### config.mk
export PLATFORM = sky130hd
export DESIGN_NAME = universal_shift_register
export DESIGN_NICKNAME = d
export VERILOG_FILES = /design/src/rtl/universal_shift_register.sv
export SDC_FILE = /design/constraint.sdc
export NUM_CORES = 1
export LEC_CHECK = 0
export CORE_AREA = 8 8 49 59
export CTS_CLUSTER_DIAMETER = 200
export DETAILED_ROUTE_END_ITERATION = 10
export DIE_AREA = 0 0 57 67
export GPL_ROUTABILITY_DRIVEN = 0
export PLACE_DENSITY = 0.83
export SLEW_MARGIN = 20
export SYNTH_ARGS = -nofsm -noshare
export SYNTH_HDL_FRONTEND = slang
export SYNTH_SLANG_ARGS = --single-unit
### constraint.sdc
create_clock -name clk -period 1.4 [get_ports clk]
set_clock_uncertainty 0.2 [all_clocks]
set_input_delay 0.35 -clock clk [delete_from_list [all_inputs] [get_ports clk]]
set_output_delay 0.35 -clock clk [all_outputs]
set_load 0.02 [all_outputs]
### src/rtl/universal_shift_register.sv
// Universal shift register: hold / shift right / shift left / parallel load,
// with clock enable, per-word shift counter and a registered word-done pulse.
module universal_shift_register #(
  parameter int               WIDTH   = 8,
  parameter logic [WIDTH-1:0] RST_VAL = '0,
  parameter int               CW      = $clog2(WIDTH)
) (
  input  logic             clk,
  input  logic             rst,
  input  logic             en,
  input  logic [1:0]       mode,
  input  logic             sInR,
  input  logic             sInL,
  input  logic [WIDTH-1:0] PI,
  output logic [WIDTH-1:0] PO,
  output logic             SOR,
  output logic             SOL,
  output logic [CW-1:0]    cnt,
  output logic             done
);

  localparam logic [1:0]    MODE_HOLD  = 2'b00;
  localparam logic [1:0]    MODE_SHR   = 2'b01;
  localparam logic [1:0]    MODE_SHL   = 2'b10;
  localparam logic [1:0]    MODE_LOAD  = 2'b11;
  localparam logic [CW-1:0] CNT_LAST   = CW'(WIDTH - 1);

  logic [WIDTH-1:0] r_po;
  logic [CW-1:0]    r_cnt;
  logic             r_done;

  logic [WIDTH-1:0] w_po_nxt;
  logic [CW-1:0]    w_cnt_nxt;
  logic             w_done_nxt;
  logic             w_shift;
  logic             w_wrap;

  // Both shift directions advance the same word counter.
  assign w_shift = en && ((mode == MODE_SHR) || (mode == MODE_SHL));
  assign w_wrap  = (r_cnt == CNT_LAST);

  // Next-state selection; disabled or hold keeps PO/cnt and drops done.
  always_comb begin
    w_po_nxt   = r_po;
    w_cnt_nxt  = r_cnt;
    w_done_nxt = 1'b0;
    if (en) begin
      case (mode)
        MODE_HOLD: ;
        MODE_SHR:  w_po_nxt = {sInR, r_po[WIDTH-1:1]};
        MODE_SHL:  w_po_nxt = {r_po[WIDTH-2:0], sInL};
        MODE_LOAD: begin
          w_po_nxt  = PI;
          w_cnt_nxt = '0;
        end
        default: ;
      endcase
    end
    if (w_shift) begin
      w_cnt_nxt  = w_wrap ? '0 : r_cnt + 1'b1;
      w_done_nxt = w_wrap;
    end
  end

  // State registers with asynchronous active-low reset.
  always_ff @(posedge clk or negedge rst) begin
    if (!rst) begin
      r_po   <= RST_VAL;
      r_cnt  <= '0;
      r_done <= 1'b0;
    end else begin
      r_po   <= w_po_nxt;
      r_cnt  <= w_cnt_nxt;
      r_done <= w_done_nxt;
    end
  end

  assign PO   = r_po;
  assign SOR  = r_po[0];
  assign SOL  = r_po[WIDTH-1];
  assign cnt  = r_cnt;
  assign done = r_done;

endmodule

Word level (Yosys, flattened, before mapping)
Cells that the tools add are included.
{"block": "classes", "n_addsub": 1, "n_mul": 0, "div": 0, "order_cmp": 0, "eq_ne": 4, "shift": 0, "mux": 6, "bitwise": 0, "reduce_logical": 7}
{"op": "one-hot mux 8 bit (3 select lines)", "n": 1}
{"op": "two-way mux 3 bit", "n": 4}
{"op": "== test 2 bit (second input constant)", "n": 2}
{"op": "AND reduction 2 bit", "n": 2}
{"op": "nonzero test 2 bit", "n": 2}
{"op": "adder 3 x 1 -> 3 bit (second input constant)", "n": 1}
{"op": "== test 3 bit (second input constant)", "n": 1}
{"op": "nonzero test 3 bit", "n": 1}
{"op": "== test 2 x 1 -> 1 bit (second input constant)", "n": 1}
{"op": "logical AND 1 bit", "n": 1}
{"op": "logical OR 1 bit", "n": 1}
{"op": "two-way mux 1 bit", "n": 1}
{"block": "word_totals", "register_bits": 12, "latch_bits": 0, "mem_bits_rw": 0, "romBits": 0, "inputBits": 15, "out_inout_bits": 14, "wordCells": 21, "mem_count": 0}

Logic depth before layout (Yosys ltp)
Gate-level depths: netlist of run 1.
{"block": "depth", "word_depth": 5, "ltp_mapped": 7, "mapped_depth_nobuf": 5}

Worst setup path before layout of run 1
No wires, ideal clock.
{"block": "synth_timing", "kind": "input-to-reg", "from": "input port mode[0]", "to": "register r_po[3] (netlist: PO[3])", "setup_ns": 0.082, "arrival_ns": 1.191, "required_time_ns": 1.118, "slack_ns": -0.072, "stages": 7, "path_buffers": 2, "cell_sequence": "inv_1 > ha_1 > buf_6 > buf_6 > nor3b_1 > a21oi_1 > a31oi_1"}
{"block": "synth_via", "elab_chain_len": 3, "word_cells_on_any_way": 6, "cone_classes": "eq/ne (3); mux (1); reduce/logical (2)"}
{"item": "start, declared", "line_no": "11", "text": "input logic [1:0] mode,"}
{"item": "== test 2 x 1 -> 1 bit / == test 2 bit (equally long branches)", "line_no": "48", "text": "case (mode)"}
{"item": "nonzero test 3 bit (no source line)"}
{"item": "AND reduction 2 bit (no source line)"}
{"item": "end signal, assigned", "line_no": "72", "text": "r_po <= w_po_nxt;"}
{"item": "end, declared", "line_no": "28", "text": "logic [WIDTH-1:0] r_po;"}
Parallel ways exist; a longest one is shown, timed or not.
A chain may end at the register's enable or synchronous reset.

Worst setup path in the final report of run 1
{"block": "layout_timing", "from": "register r_cnt[1] (netlist: cnt[1])", "to": "register r_cnt[2] (netlist: cnt[2])"}
{"block": "layout_via", "elab_chain_len": 3, "word_cells_on_any_way": 4, "cone_classes": "add/sub (1); eq/ne (1); mux (2)"}
{"item": "start, declared", "line_no": "29", "text": "logic [CW-1:0] r_cnt;"}
{"item": "start signal, assigned", "line_no": "73", "text": "r_cnt <= w_cnt_nxt;"}
{"item": "adder 3 x 1 -> 3 bit / == test 3 bit (equally long branches)", "line_no": "60, 40"}
{"item": "two-way mux 3 bit (*)", "line_no": "60", "text": "w_cnt_nxt = w_wrap ? '0 : r_cnt + 1'b1;"}
{"item": "two-way mux 3 bit (*)", "line_no": "59", "text": "if (w_shift) begin"}
Every way passes the cells marked *; elsewhere a longest branch is shown, timed or not.

==> results of run 1 <==
==> stage by stage <==
stage / worst slack [ns] / setup TNS [ns] / util
5_1_grt: -0.06137 / -0.2693 / 0.6357
3_5_place_dp: -0.7512 / -9.811 / 0.5922
3_3_place_gp: -0.6744 / -8.914 / 0.5922
2_1_floorplan: -0.0003469 / -0.0003469 / -
6_report: -0.02168 / -0.04541 / 0.6357
4_1_cts: -0.05271 / -0.08781 / 0.6054
==> final cells by class <==
cell class	instances	area, um^2
timing repair buffer	52	479.2
inverter	2	7.507
clock buffer	4	26.28
tap	20	25.02
fill	154	721.9
sequential	12	302.8
multi-input combinational	54	419.2
==> synthesized netlist by cell type <==
| library cell | count | area [um^2] |
|---|---|---|
| ha_1 | 6 | 75.07 |
| o21a_1 | 1 | 7.510 |
| buf_8 | 1 | 15.01 |
| a31oi_2 | 1 | 12.51 |
| buf_6 | 3 | 33.78 |
| a22oi_1 | 1 | 7.510 |
| a31oi_1 | 7 | 43.79 |
| nand2_1 | 8 | 30.03 |
| nor3b_1 | 7 | 52.55 |
| dfrtp_1 | 12 | 300.3 |
| a32o_1 | 3 | 30.03 |
| and3_1 | 1 | 6.260 |
| o21ai_0 | 1 | 5.000 |
| and2b_1 | 1 | 7.510 |
| nor2_1 | 10 | 37.54 |
| buf_4 | 3 | 22.52 |
| inv_1 | 2 | 7.510 |
| a21oi_1 | 7 | 35.03 |
==> metal layers <==
metal / vias to the layer above / global-route usage / routed length [um]
met3: 6 / 0.02662 / 117
met4: 0 / 0.07059 / 65
met1: 373 / 0.1074 / 801
li1: 366 / - / -
met2: 24 / 0.2242 / 1188
met5: - / 0 / 0
==> kinds of logic after synthesis <==
family / Yosys count / share of synthesized area
flops: 12 / 0.4117
fa+ha+maj: 6 / 0.1029
simple gates: 27 / 0.1835
buf+inv: 9 / 0.1081
compound gates: 21 / 0.1938
==> critical path, delay by kind of cell, from the launching register on <==
family,cells,cell delay [ns]
AO/OA/AOI/OAI,1,0.21
adder cells (fa/ha/maj),2,0.35
buffers and inverters,1,0.13
flip-flops,1,0.43
==> sequential cells by signal (all words and copies together) (netlist names) <==
name,count
PO,8
cnt,3
done,1
==> layout by cell type, fill, tap and decap left out, drive strengths merged, types with 2 or more instances in the layout <==
| cell type | n |
|---|---|
| clkdlybuf4s50 | 11 |
| nor3b | 7 |
| nor2 | 10 |
| inv | 2 |
| ha | 6 |
| nand2 | 8 |
| dfrtp | 12 |
| a21oi | 7 |
| buf | 40 |
| a32o | 3 |
| clkbuf | 4 |
| a31oi | 8 |
==> final timing paths <==
path | slack (ns) | cells past startpoint | end
setup / recovery | -0.02 | 4 | cnt[2]
hold / removal | 0.19 | 2 | PO[0]
setup reg to reg | -0.02 | 4 | cnt[2]
hold reg to reg | 0.43 | 2 | cnt[0]
max in group asynchronous | 0.63 | 2 | cnt[1]
min in group clk | 0.43 | 3 | PO[0]
==> repair_timing <==
item,in CTS,in global routing
hold endpoints to repair,0,0
endpoints found under the setup margin,26,13
pin swaps,1,1
hold buffers,0,0
buffers inserted,1,1
resized for setup,79,16
gates cloned,1,0
==> power breakdown <==
part           internal (mW)  switching [mW]  total, mW
combinational          0.438           0.356      0.794
clock                  0.110           0.126      0.236
sequential             0.427          0.0607      0.488
==> flow_summary.toml, run 1 <==
[sta]
slew_headroom = 0.8475
finalWorstSetupSlack_ns = -0.02168
max_slew.worst_pin.slew_ns = 0.2272
post-route-period-util = 1.015
setup_violations = 3
period_minus_slack_ns = 1.422
fmax_ghz = 0.7034
grt_setup_unrepaired = "true"
finalMaxSlewViolations = 0
hold-worst-slack_ns = 0.1920
hold_viol = 0

[yosys]
synthesis.nets = 96
synth.distinct_cells = 18
syn_inst = 75
ys_warn_count = 0
avgSynthCellArea_um2 = 9.726
yosysSeqAreaShare = 0.4117
netlist_area_um2 = 729.5
synth_seq_cells = 12

[worst_setup_path]
crit_chain = "buf_6, ha_4, ha_4, a32o_1"
slowest_stage = "dfrtp_2"
worst_setup_path_end_kind = "flop"
worst-path-max-fanout = 2
r2r_start = "cnt[1]"
cp.required_ns = 1.37
crit_path_start_kind = "flop"
worstSetupPathType = "flop to flop"
critPathMostFrequentCell = "ha_4"
critPathArrivalTime_ns = 1.39
slowest_delay_ns = 0.43
cp-startpoint = "cnt[1]"

[routing]
ant_nets = 0
drc = 0
drtIter0Drc = 13
first_pass_iters = 4
viasPerCell = 5.340
wl_um = 2172
routedWlPerCell_um = 15.08
num_vias = 769

[floorplan]
core_mm2 = 0.001982
ios = 29
die_area_mm2 = 0.003819
start_util = 0.3681
num_rows = 18
die_height_um = 67
die_w_um = 57

[finish]
drive_above_1_share = 0.4758
area_growth_pct = 72.73
antennaDiodeCount = 0
fin_nets = 146
design_area_mm2 = 0.001260
final_cells = 144

[grt]
grt_pass1_wl_um = 3560
grt_usage = 0.1165
antenna_found_initial = 0
gr-total-overflow = 0
grt_pass1_vias = 796
grt_max_degree = 15

[clock_network]
htree_levels = 1
cts_sinks = 12
cts_tree = "yes"
clkLatencyLatePin_ns = 0.28
cts_max_path_buffers = 2
cts.clk_slew.worst_paths_ns = 0.08
cts_made_buffers = 3
clockRootBuffer = "clkbuf_4"

[pwr]
power_density_mw_per_mm2 = 1205
report.power.total_mw = 1.518
p_leak_nw = 0.5534
peakVddDrop_mv = 0.8916

[status]
violations = "setup timing"
status = "complete, but fails checks"

[placed_design]
place_area_mm2 = 0.001174
port_buffers = 28
dp_hpwl_um = 1612
place_inst = 137

[flow_run]
maxCapViolCount = 0

[hold_path]
min_path_type = "primary input to async pin"
Note: power is estimated with default switching activity, not from simulation.
==> inputs of run 2 (changes only) <==
--- a/config.mk
+++ b/config.mk
@@ -5,12 +5,12 @@
 export SDC_FILE = /design/constraint.sdc
 export NUM_CORES = 1
 export LEC_CHECK = 0
-export CORE_AREA = 8 8 49 59
+export CORE_AREA = 8 8 48 57
 export CTS_CLUSTER_DIAMETER = 200
 export DETAILED_ROUTE_END_ITERATION = 10
-export DIE_AREA = 0 0 57 67
+export DIE_AREA = 0 0 56 65
 export GPL_ROUTABILITY_DRIVEN = 0
-export PLACE_DENSITY = 0.83
+export PLACE_DENSITY = 0.84
 export SLEW_MARGIN = 20
 export SYNTH_ARGS = -nofsm -noshare
 export SYNTH_HDL_FRONTEND = slang
==> constraint.sdc (replaced) <==
create_clock -name clk -period 1.6 [get_ports clk]
set_clock_uncertainty 0.2 [all_clocks]
set_input_delay 0.4 -clock clk [delete_from_list [all_inputs] [get_ports clk]]
set_output_delay 0.4 -clock clk [all_outputs]
set_load 0.02 [all_outputs]
==> run 2 against run 1 <==
The run now ends clean. Clock-buffer cell count down 1. Worst setup slack better by 0.044 ns. Critical path depth up 2. Sequential cell count unchanged. Sequential share of layout area up 2.7 points. Worst hold slack better by 0.057 ns. Via count down 8.2%. Combinational power down 27%. Die area down 4.7%. First-iteration DRC count up 77%. Wire length down 6.2%. Critical endpoint is now PO[2]. Largest cell class unchanged. Highest routed layer unchanged.
==> flow_summary.toml, run 2 (synthesized netlist as in run 1, its figures left out) <==
[finish]
antennaDiodeCount = 0
final_common_cell = "buf_4"
multi_input_area_um2 = 369.1
fin_nets = 139
n_fill_cell = 151
layout_common_cells = "buf_4 (15), dfrtp_1 (12), clkdlybuf4s50_1 (12)"
area_growth_pct = 53.86
drive_above_1_share = 0.2759
final_cells = 135
design_area_mm2 = 0.001122
largest_reg_flops = 8
regArea_um2 = 300.3

[pwr]
p_leak_nw = 0.5157
power_density_mw_per_mm2 = 1043
report.power.total_mw = 1.171
peakVddDrop_mv = 0.6653

[worst_setup_path]
cp_top_family = "buffers and inverters"
worstSetupPathType = "primary input to flop"
cp.required_ns = 1.58
worst-path-max-fanout = 8
crit_path_start_kind = "primary input"
critical_path_buf_inv_count = 2
worst_setup_path_end_kind = "flop"
slowest_delay_ns = 0.27
critPathArrivalTime_ns = 1.56
crit_chain = "dlygate4sd2_1, ha_1, buf_4, nor3b_1, a21oi_1, a31oi_2"
slowest_stage = "dlygate4sd2_1"

[routing]
first_pass_iters = 4
m1WireLength_um = 788
ant_nets = 0
wl_met2_um = 1124
top_layer_used = "met4"
drtIter0Drc = 23
num_vias = 706
viasPerCell = 5.230
routedWlPerCell_um = 15.10
wl_um = 2038
drc = 0
wl_met3_um = 97

[placed_design]
place_area_mm2 = 0.001115
dp_hpwl_um = 1590
port_buffers = 28
pre_cts_ws_ns = -0.5203
place_inst = 132

[clock_network]
cts_hold_buf = 0
clockRootBuffer = "clkbuf_4"
cts_made_buffers = 3
clkLatencyLatePin_ns = 0.26
htree_levels = 1
cts_max_path_buffers = 2
cts.clk_slew.worst_paths_ns = 0.07
cts_tree = "yes"
cts_sinks = 12
post_cts_buffers = 0

[grt]
grt_max_degree = 17
grt_pass1_wl_um = 3512
antenna_found_initial = 0
gr-total-overflow = 0
grt_pass1_vias = 741
grt_usage = 0.1156

[floorplan]
core_mm2 = 0.001829
die_area_mm2 = 0.003640
ios = 29
die_height_um = 65
num_rows = 17
die_w_um = 56
start_util = 0.3988

[sta]
slew_headroom = 0.7575
period_minus_slack_ns = 1.577
max_slew.worst_pin.slew_ns = 0.3600
post-route-period-util = 0.9857
finalWorstSetupSlack_ns = 0.02281
finalMaxSlewViolations = 0
setup_violations = 0
fmax_ghz = 0.6340
hold_viol = 0

[flow_run]
maxCapViolCount = 0

[hold_path]
min_path_type = "primary input to async pin"

[status]
status = "completed"
-- run 2: changes by cell type in the layout (fill, tap and decap cells not counted), moves of 3 or more --
cell	delta
ha_4	-3
buf_4	-4
buf_6	-12
buf_2	-7
clkdlybuf4s15_1	+7
ha_1	+4
nor2_1	+3
clkbuf_2	+6
-- run 2: report_power, final --
part	switching, mW	leakage, nW	total [mW]	internal [mW]
combinational	0.286	0.360	0.579	0.293
sequential	0.0402	0.142	0.410	0.370
clock	0.0941	0.0138	0.181	0.0868
-- run 2: final timing paths --
path	cells after the start	to	slack, ns	start
worst max-delay path	6	PO[2]	0.02	mode[1]
worst min-delay path	2	PO[5]	0.25	rst
worst max register to register	4	cnt[2]	0.08	cnt[0]
worst min register to register	2	cnt[1]	0.41	cnt[1]
max in group asynchronous	2	cnt[1]	0.79	rst
min in group clk	2	cnt[1]	0.41	cnt[1]
-- run 2: worst reg2reg max path, delay by kind of cell, from the launching register on --
family,cells,cell delay (ns)
adders and majority gates,2,0.48
DFF,1,0.38
AOI/OAI and AO/OA,1,0.22
buffers and inverters,1,0.14
-- run 2: timing repair --
item,4_1_cts,5_1_grt
setup endpoints to repair,26,15
pin swaps,0,0
gates resized for setup,21,19
-- run 2: layer usage --
layer / up-vias / global-route usage
met5: - / 0
li1: 346 / -
met3: 2 / 0.01949
met1: 336 / 0.1325
met2: 22 / 0.2014
met4: 0 / 0.05723
-- run 2: final cells by class --
| cell class | count | area share |
|---|---|---|
| inverter | 2 | 0.006689 |
| clock buffer | 3 | 0.02007 |
| tap | 19 | 0.02118 |
| multi-input combinational | 54 | 0.3289 |
| timing repair buffer | 45 | 0.3556 |
| sequential | 12 | 0.2676 |
-- run 2: through the flow --
step,util,setup TNS [ns],hold slack [ns]
final,0.6135,0,0.2492
after global routing,0.6135,-0.03160,0.2506
after CTS,0.6170,0,0.2631
after detailed placement,0.6094,-5.583,0.3927
after global placement,0.6094,-4.860,0.3762
after floorplan,-,0,-0.09559
